File: config.mk
export PLATFORM = sky130hd
export DESIGN_NAME = result_store_flat
export DESIGN_NICKNAME = d
export VERILOG_FILES = /design/src/rtl/result_store_if.sv /design/src/rtl/result_store.sv /design/src/flat_wrapper.sv
export SDC_FILE = /design/constraint.sdc
export NUM_CORES = 1
export LEC_CHECK = 0
export CORE_MARGIN = 1.5
export CORE_UTILIZATION = 40
export DETAILED_ROUTE_END_ITERATION = 10
export GPL_TIMING_DRIVEN = 0
export HOLD_SLACK_MARGIN = 0.12
export PLACE_DENSITY = 0.77
export SLEW_MARGIN = 0
export SYNTH_ARGS = -nofsm -noshare
export SYNTH_HDL_FRONTEND = slang
export SYNTH_SLANG_ARGS = --single-unit
File: constraint.sdc
create_clock -name clk -period 11.4 [get_ports clk]
set_input_delay 2.28 -clock clk [delete_from_list [all_inputs] [get_ports clk]]
set_output_delay 2.28 -clock clk [all_outputs]
set_load 0.01 [all_outputs]
File: src/rtl/result_store_if.sv
// Memory write port of the result store: valid/ready handshake carrying address and data.
interface result_store_if #(
  parameter int unsigned ADDR_W = 16,
  parameter int unsigned DATA_W = 24
);

  logic              wr_valid;
  logic              wr_ready;
  logic [ADDR_W-1:0] wr_addr;
  logic [DATA_W-1:0] wr_data;

  // Driven by the result store
  modport master (
    output wr_valid,
    output wr_addr,
    output wr_data,
    input  wr_ready
  );

  // Driven by the memory write port
  modport slave (
    input  wr_valid,
    input  wr_addr,
    input  wr_data,
    output wr_ready
  );

endinterface

File: src/rtl/result_store.sv
// Result store: captures the MAC array result vector on start and drains it to
// memory one word per accepted write, at consecutive addresses from BASE_ADDR.
module result_store #(
  parameter int unsigned       N           = 8,
  parameter int unsigned       DATA_W      = 24,
  parameter int unsigned       ADDR_W      = 16,
  parameter logic [ADDR_W-1:0] BASE_ADDR   = 16'h0040,
  parameter int unsigned       ADDR_STRIDE = 1
) (
  input  logic              clk,
  input  logic              rst,
  input  logic              start,
  input  logic [DATA_W-1:0] C [0:N-1],
  result_store_if.master    wr,
  output logic              busy,
  output logic              done
);

  localparam int unsigned IDX_W = (N > 1) ? $clog2(N) : 1;
  localparam logic [IDX_W-1:0] LAST_IDX = IDX_W'(N - 1);

  typedef enum logic [1:0] {
    S_IDLE   = 2'd0,
    S_WRITE  = 2'd1,
    S_FINISH = 2'd2
  } state_t;

  state_t            state_q, state_d;
  logic [IDX_W-1:0]  idx_q, idx_d;
  logic [DATA_W-1:0] buf_q [0:N-1];
  logic [DATA_W-1:0] buf_d [0:N-1];
  logic              wr_valid_q, wr_valid_d;
  logic [ADDR_W-1:0] wr_addr_q, wr_addr_d;
  logic [DATA_W-1:0] wr_data_q, wr_data_d;
  logic              busy_q, busy_d;
  logic              done_q, done_d;
  logic [IDX_W-1:0]  idx_inc_c;

  // Address of entry idx; wraps modulo 2^ADDR_W
  function automatic logic [ADDR_W-1:0] entry_addr(input logic [IDX_W-1:0] idx);
    return BASE_ADDR + ADDR_W'(idx) * ADDR_W'(ADDR_STRIDE);
  endfunction

  assign idx_inc_c = idx_q + IDX_W'(1);

  // Next-state, capture and registered-output logic
  always_comb begin
    state_d    = state_q;
    idx_d      = idx_q;
    buf_d      = buf_q;
    wr_valid_d = wr_valid_q;
    wr_addr_d  = wr_addr_q;
    wr_data_d  = wr_data_q;
    busy_d     = busy_q;
    done_d     = 1'b0;

    unique case (state_q)
      S_IDLE: begin
        if (start) begin
          state_d    = S_WRITE;
          buf_d      = C;
          idx_d      = '0;
          wr_valid_d = 1'b1;
          wr_addr_d  = BASE_ADDR;
          wr_data_d  = C[0];
          busy_d     = 1'b1;
        end
      end

      S_WRITE: begin
        // Outputs hold under backpressure; advance only on an accepted write
        if (wr_valid_q && wr.wr_ready) begin
          if (idx_q == LAST_IDX) begin
            state_d    = S_FINISH;
            wr_valid_d = 1'b0;
            busy_d     = 1'b0;
            done_d     = 1'b1;
          end else begin
            idx_d     = idx_inc_c;
            wr_addr_d = entry_addr(idx_inc_c);
            wr_data_d = buf_q[idx_inc_c];
          end
        end
      end

      S_FINISH: begin
        // Single-cycle done; any start seen here is dropped
        state_d = S_IDLE;
      end

      default: begin
        state_d    = S_IDLE;
        wr_valid_d = 1'b0;
        busy_d     = 1'b0;
      end
    endcase
  end

  // Control and output registers with synchronous reset
  always_ff @(posedge clk) begin
    if (rst) begin
      state_q    <= S_IDLE;
      idx_q      <= '0;
      wr_valid_q <= 1'b0;
      wr_addr_q  <= '0;
      wr_data_q  <= '0;
      busy_q     <= 1'b0;
      done_q     <= 1'b0;
    end else begin
      state_q    <= state_d;
      idx_q      <= idx_d;
      wr_valid_q <= wr_valid_d;
      wr_addr_q  <= wr_addr_d;
      wr_data_q  <= wr_data_d;
      busy_q     <= busy_d;
      done_q     <= done_d;
    end
  end

  // Capture buffer; contents are don't-care after reset
  always_ff @(posedge clk) begin
    buf_q <= buf_d;
  end

  assign wr.wr_valid = wr_valid_q;
  assign wr.wr_addr  = wr_addr_q;
  assign wr.wr_data  = wr_data_q;
  assign busy        = busy_q;
  assign done        = done_q;

endmodule

File: src/flat_wrapper.sv
// flat-port wrapper written by rule: the top's interface ports become plain ports
module result_store_flat 
#(
  parameter int unsigned       N           = 8,
  parameter int unsigned       DATA_W      = 24,
  parameter int unsigned       ADDR_W      = 16,
  parameter logic [ADDR_W-1:0] BASE_ADDR   = 16'h0040,
  parameter int unsigned       ADDR_STRIDE = 1
)
  (clk, rst, start, C, busy, done, wr_wr_valid, wr_wr_addr, wr_wr_data, wr_wr_ready);
  result_store_if #(.ADDR_W(ADDR_W), .DATA_W(DATA_W)) wr_i ();
  input  logic clk;
  input  logic rst;
  input  logic start;
  input  logic [DATA_W-1:0] C[0:N-1];
  output logic busy;
  output logic done;
  output wire logic [$bits(wr_i.wr_valid)-1:0] wr_wr_valid;
  output wire logic [$bits(wr_i.wr_addr)-1:0] wr_wr_addr;
  output wire logic [$bits(wr_i.wr_data)-1:0] wr_wr_data;
  input wire logic [$bits(wr_i.wr_ready)-1:0] wr_wr_ready;
  assign wr_wr_valid = wr_i.wr_valid;
  assign wr_wr_addr = wr_i.wr_addr;
  assign wr_wr_data = wr_i.wr_data;
  assign wr_i.wr_ready = wr_wr_ready;
  result_store #(.N(N), .DATA_W(DATA_W), .ADDR_W(ADDR_W), .BASE_ADDR(BASE_ADDR), .ADDR_STRIDE(ADDR_STRIDE)) u_core (.clk(clk), .rst(rst), .start(start), .C(C), .wr(wr_i), .busy(busy), .done(done));
endmodule
; Yosys cells after proc, flatten, opt, wreduce, memory -nomap -nowiden
; Cells that the tools add are included.
; Widths: inputs -> output; s select.
[word_totals]
ramBits = 0
reg_bits = 239
romBits = 0
elab_cells = 60
latch_bits = 0
output_inout_bits = 43
n_memories = 0
input_bits = 196
[op_classes]
div_mod_pow = 0
n_reduce_logical = 8
shift = 0
multipliers = 0
bitwise = 4
n_lt_le_gt_ge = 1
mux = 24
n_addsub = 2
n_eq_ne = 7
[ops]
columns = operator, n
row1 = $mux 24, 5
row2 = $bmux 24 s3, 1
row3 = $mux 16, 3
row4 = $pmux 24 s2, 1
row5 = $pmux 16 s2, 1
row6 = $mux 3, 3
row7 = $add 7x3->8 const A, 1
row8 = $reduce_and 4->1, 2
row9 = $mux 2, 3
row10 = $pmux 3 s2, 1
row11 = $ge 4x4->1 const B, 1
row12 = $mux 1, 4
row13 = $ne 2x1->1 const B, 2
row14 = $ne 2x2->1 const B, 2
row15 = $not 3->4, 1
row16 = $pmux 2 s2, 1
row17 = $add 3x1->3 const B, 1
row18 = $eq 3x3->1 const B, 1
row19 = $not 1->1, 3
row20 = $pmux 1 s3, 1
row21 = $reduce_and 3->1, 1
row22 = $reduce_or 3->1, 1
row23 = $eq 2x1->1 const B, 1
row24 = $eq 2x2->1 const B, 1
row25 = 4 further kinds, 4

; Longest topological paths before layout
[depth]
depth_word = 8
ltp_mapped = 8
mapped_depth_nobuf = 6

; Worst setup path before layout
; Ideal clock, no wire load.
[synth_timing]
path_type = input to register
start = input port start
end = register u_core.buf_q[0] (netlist bit) (enable)
path_buffers = 0
t_arrival_ns = 10.561
setup_ns = 0.748
slack_ns = 0.091
required_time_ns = 10.652
path_stages = 2
cell_sequence = or2b_4 > nor2_1
[synth_between]
elab_chain_len = 1
[synth_rtl]
columns = element, line
row1 = "start, declared", flat_wrapper.sv:14  ; input logic start;
row2 = $reduce_and 2->1 (no source line), n/a
row3 = "end signal, assigned", result_store.sv:122  ; buf_q <= buf_d;
row4 = "end, declared", result_store.sv:30  ; logic [DATA_W-1:0] buf_q [0:N-1];
; No other way between the ends.
; A chain may end at the register's enable or synchronous reset.

; Worst setup path in the final report
[layout_timing]
start = input port start
end = register u_core.buf_q[85] (netlist bit) (enable)
; The elaborated chain is that of the path after synthesis.

==> run summary <==
The worst setup path is captured at a register. For the total of fill cells in the finished design, the log shows 1598. The count of endpoints failing setup in the final report was 0; the number of buffers between clock root and the deepest sink was 3.

Across every metal layer, demand over resource in global routing totals 18.9%. After routing the design area is 12300 um^2. Hold is met by 0.491 ns. Max-cap violations in this run came to 0. The power density relative to cell area was 164 nW/um^2; the clock sink count was 224. In this run, CTS created clock tree buffers numbering 24. Summing all placed instances gives a cell area of 11400 um^2.

Setup repair after global routing left no endpoint under its margin. Leaving out filler cells and counting taps, the final layout contains 1000. The first routing iteration left 185 violations. The logs give 5547 for the via count of the first global-routing pass and 58.1% for the final core utilization.

The final critical path takes up 38.1% of the cycle. For this run, the post-layout net count is 906. The tools report the post-synthesis cell area as 8670 um^2. The analysis attributes to cell leakage a power of 4.19 nW.

For the max-slew headroom at the worst pin, the log shows 39.3%. Die height: 150 um. The worst hold path begins at u_core.wr.wr_addr[6].

The flow ran to the end, and the final reports show no timing, DRC or antenna violations. The final wirelength was 21.5 mm; the pin count of the biggest net entering global routing was 38. Combinational logic is responsible for 10.4% of the overall power.

The share of final-layout standard cells stronger than drive strength 1 was 20.4%. At the pin with the least slew margin, the transition time is 0.908 ns. The wire length of the first global-routing pass was 31.5 mm. The number of endpoints with negative hold slack in the final report was 0. The die is 150 um wide.

The core region is 21200 um^2. The sequential group share of total power came out at 48.1%. The later-pin clock latency in the skew report was 0.51 ns. For hold timing, the worst endpoint is u_core.wr.wr_addr[6]. Yosys printed 0 warnings. The average instance in the mapped netlist occupies 19.7 um^2.

For the endpoint arrival time on the critical path, the log shows 4.54 ns. After clock tree synthesis, the clock-pin slew on the worst setup and hold paths is 0.06 ns. The number of different library cells in the post-synthesis netlist was 27. The number of vias per cell was 5.12.

The count of state elements after synthesis works out to 224. The launching element of the worst setup path was start. The total overflow reported by the global router is 0. The routed layout has 5117 vias. Cell internal power was estimated by the tool at 1.60 mW.

Timing analysis after detailed placement gives a worst setup slack of 6.49 ns. The number of antenna violations at the first check in global routing is 0, and the minimum period implied by the final worst setup slack is 4.34 ns. For the effective utilization at floorplan, the log shows 41.0%.

The worst min-delay path category was register to register. For the worst reg-to-reg setup slack, the log shows 8.85 ns. The area used by multi-input combinational logic was 2020 um^2.

Registers take 6410 um^2. After detailed routing, the average wire length per cell comes to 21.5 um. Of all nets on the critical path, the largest fanout is 35.

TritonCTS built the clock tree. The hold buffer count at cts was 0; the number of resized instances in the post-cts repair step was 0. For the total I/O pin count, the log shows 239. Once detail routing completed, the nets flagged for antenna violations numbered 0.

The root buffer cell is sky130_fd_sc_hd__clkbuf_16. For the worst flop-to-flop path, the logic depth is 5. The H-tree depth is 1. The run gives 0 as the max-slew violation count. The clock network burns 41.5% of the power.

During placement, the flow inserted port buffers numbering 226. Net switching is 20.4% of the power. Post-CTS timing repair inserted 0 buffers for setup. The HPWL reported at the end of detailed placement is 15.3 mm. By startpoint and endpoint, the worst setup path is classified as input port to register. Along the worst hold path, the cell count comes to 2. The number of cell rows was 53; the total die area was 22600 um^2.

Derived from the worst setup path, the maximum achievable clock frequency is 0.230 GHz. The endpoint identified for the worst register-to-register timing path is u_core.buf_q[85]. The startpoint identified for the worst register-to-register timing path is u_core.state_q[0].

In the synthesized netlist, the number of instances is 440. Routability-driven placement finished with a final weighted congestion of 0.763. Synthesis-to-finish area growth: 41.6%.

VDD sags by at most 0.121 mV. The share of the Yosys chip area taken by registers is 73.9%. For this run, design rule violations remaining after detail routing come to 0. For the final database, setup skew stands at 0.00707 ns. The tools report the switching power of the nets as 0.411 mW.

The final antenna diode count came out at 0. The tools report the worst endpoint required time as 11.60 ns. The startpoint type of the worst setup path was an input port. Once placement completed, the tool counted placed cells totaling 957. The setup slack of the critical path after layout came out at 7.06 ns. The number of search-and-repair iterations in the first detailed-routing pass was 4.
==> Yosys cell counts, drive strengths merged <==
library cell	instances	share of area [%]
mux4	48	12
nand2b	1	0.16
a211oi	25	3.2
ha	2	0.29
buf	35	3.1
clkbuf	4	0.17
a21o	2	0.17
or2b	1	0.13
nand3	1	0.058
nor2	33	1.6
nand4b	1	0.27
nor3	3	0.17
edfxtp	192	66
a22oi	25	2.2
inv	2	0.087
nand2	4	0.17
dfxtp	32	7.4
a21oi	28	1.8
conb	1	0.043
==> per-stage QoR <==
stage               setup TNS [ns]  total power [mW]
floorplan                        0              1.08
global placement           -517.32              1.20
detailed placement               0              1.20
CTS                              0              2.04
global route                     0              2.08
finish                           0              2.01
==> metal layers <==
layer / routed length, um / global-route usage, %
met3: 1640 / 3.97
met2: 10900 / 33.1
met5: 0 / 0
met4: 404 / 5.44
met1: 8560 / 23.5
==> flip-flops by register name, indices dropped and copies added (netlist names) <==
register	cells
u_core.buf_q	192
u_core.wr.wr_valid	1
u_core.done	1
u_core.wr.wr_data	24
u_core.wr.wr_addr	2
u_core.state_q	2
u_core.idx_q	2
==> worst max path at each step <==
| stage | to | cells past startpoint | slack, ns |
|---|---|---|---|
| 2_1_floorplan | u_core.buf_q[0] | 2 | 0.09 |
| 3_3_place_gp | u_core.buf_q[10] | 3 | -2.69 |
| 3_5_place_dp | u_core.buf_q[59] | 6 | 6.49 |
| 4_1_cts | u_core.buf_q[37] | 6 | 7.04 |
| 5_1_grt | u_core.buf_q[13] | 6 | 6.92 |
| 6_report | u_core.buf_q[85] | 6 | 7.06 |
==> placed cells by master, fill, tap and decap left out, types with 2 or more instances in the layout <==
master | netlist | routed
sky130_fd_sc_hd__a21o_1 | 2 | 2
sky130_fd_sc_hd__nor2_4 | 2 | 3
sky130_fd_sc_hd__clkdlybuf4s50_1 | 0 | 226
sky130_fd_sc_hd__clkbuf_1 | 4 | 6
sky130_fd_sc_hd__nor2_1 | 31 | 30
sky130_fd_sc_hd__ha_1 | 2 | 2
sky130_fd_sc_hd__clkinv_1 | 0 | 7
sky130_fd_sc_hd__buf_4 | 16 | 16
sky130_fd_sc_hd__a21oi_1 | 26 | 26
sky130_fd_sc_hd__dfxtp_1 | 32 | 32
sky130_fd_sc_hd__clkbuf_16 | 0 | 25
sky130_fd_sc_hd__nand2_1 | 4 | 4
sky130_fd_sc_hd__buf_12 | 0 | 5
sky130_fd_sc_hd__a22oi_1 | 24 | 24
sky130_fd_sc_hd__a211oi_2 | 18 | 18
sky130_fd_sc_hd__bufinv_16 | 0 | 6
sky130_fd_sc_hd__inv_1 | 2 | 2
sky130_fd_sc_hd__mux4_2 | 48 | 48
sky130_fd_sc_hd__nor3_1 | 3 | 3
sky130_fd_sc_hd__buf_2 | 9 | 9
sky130_fd_sc_hd__buf_6 | 9 | 9
sky130_fd_sc_hd__edfxtp_1 | 192 | 192
sky130_fd_sc_hd__conb_1 | 1 | 12
sky130_fd_sc_hd__clkinv_2 | 0 | 3
sky130_fd_sc_hd__a211oi_1 | 7 | 7
==> worst max-delay path, cell delays in order <==
cell and delay, ns:
sky130_fd_sc_hd__clkdlybuf4s50_1 0.45, sky130_fd_sc_hd__or2b_4 0.30, sky130_fd_sc_hd__nor2_4 0.69, sky130_fd_sc_hd__buf_12 0.30, sky130_fd_sc_hd__buf_12 0.23, sky130_fd_sc_hd__buf_12 0.23
==> final cells by class <==
class	instances	share of cell area [%]
sequential	224	52.2
tap	275	2.80
buffer	39	2.32
inverter	2	0.0611
timing repair buffer	231	19.2
multi-input combinational	186	16.5
clock inverter	16	1.80
clock buffer	27	5.15
==> power by group through the flow <==
| stage | sequential [mW] | combinational (mW) | clock [mW] |
|---|---|---|---|
| final | 0.969 | 0.208 | 0.836 |
| after floorplan | 0.998 | 0.0824 | 0 |
| after global placement | 1.00 | 0.195 | 0 |
| after CTS | 0.970 | 0.210 | 0.856 |
| after global routing | 0.974 | 0.222 | 0.882 |
| after detailed placement | 0.987 | 0.209 | 0 |
==> cells by family (layout without fill, tap and decap cells) <==
group / count (synthesis) / after routing / share of synthesized area, %
adder cells (fa/ha/maj): 2 / 2 / 0.289
multiplexers: 48 / 48 / 12.5
buffers and inverters: 41 / 315 / 3.38
flip-flops: 224 / 224 / 73.9
AND/OR/NAND/NOR: 44 / 44 / 2.57
AO/OA/AOI/OAI: 80 / 80 / 7.39
other: 1 / 12 / 0.0432
Power figures use the tool's default switching activity.
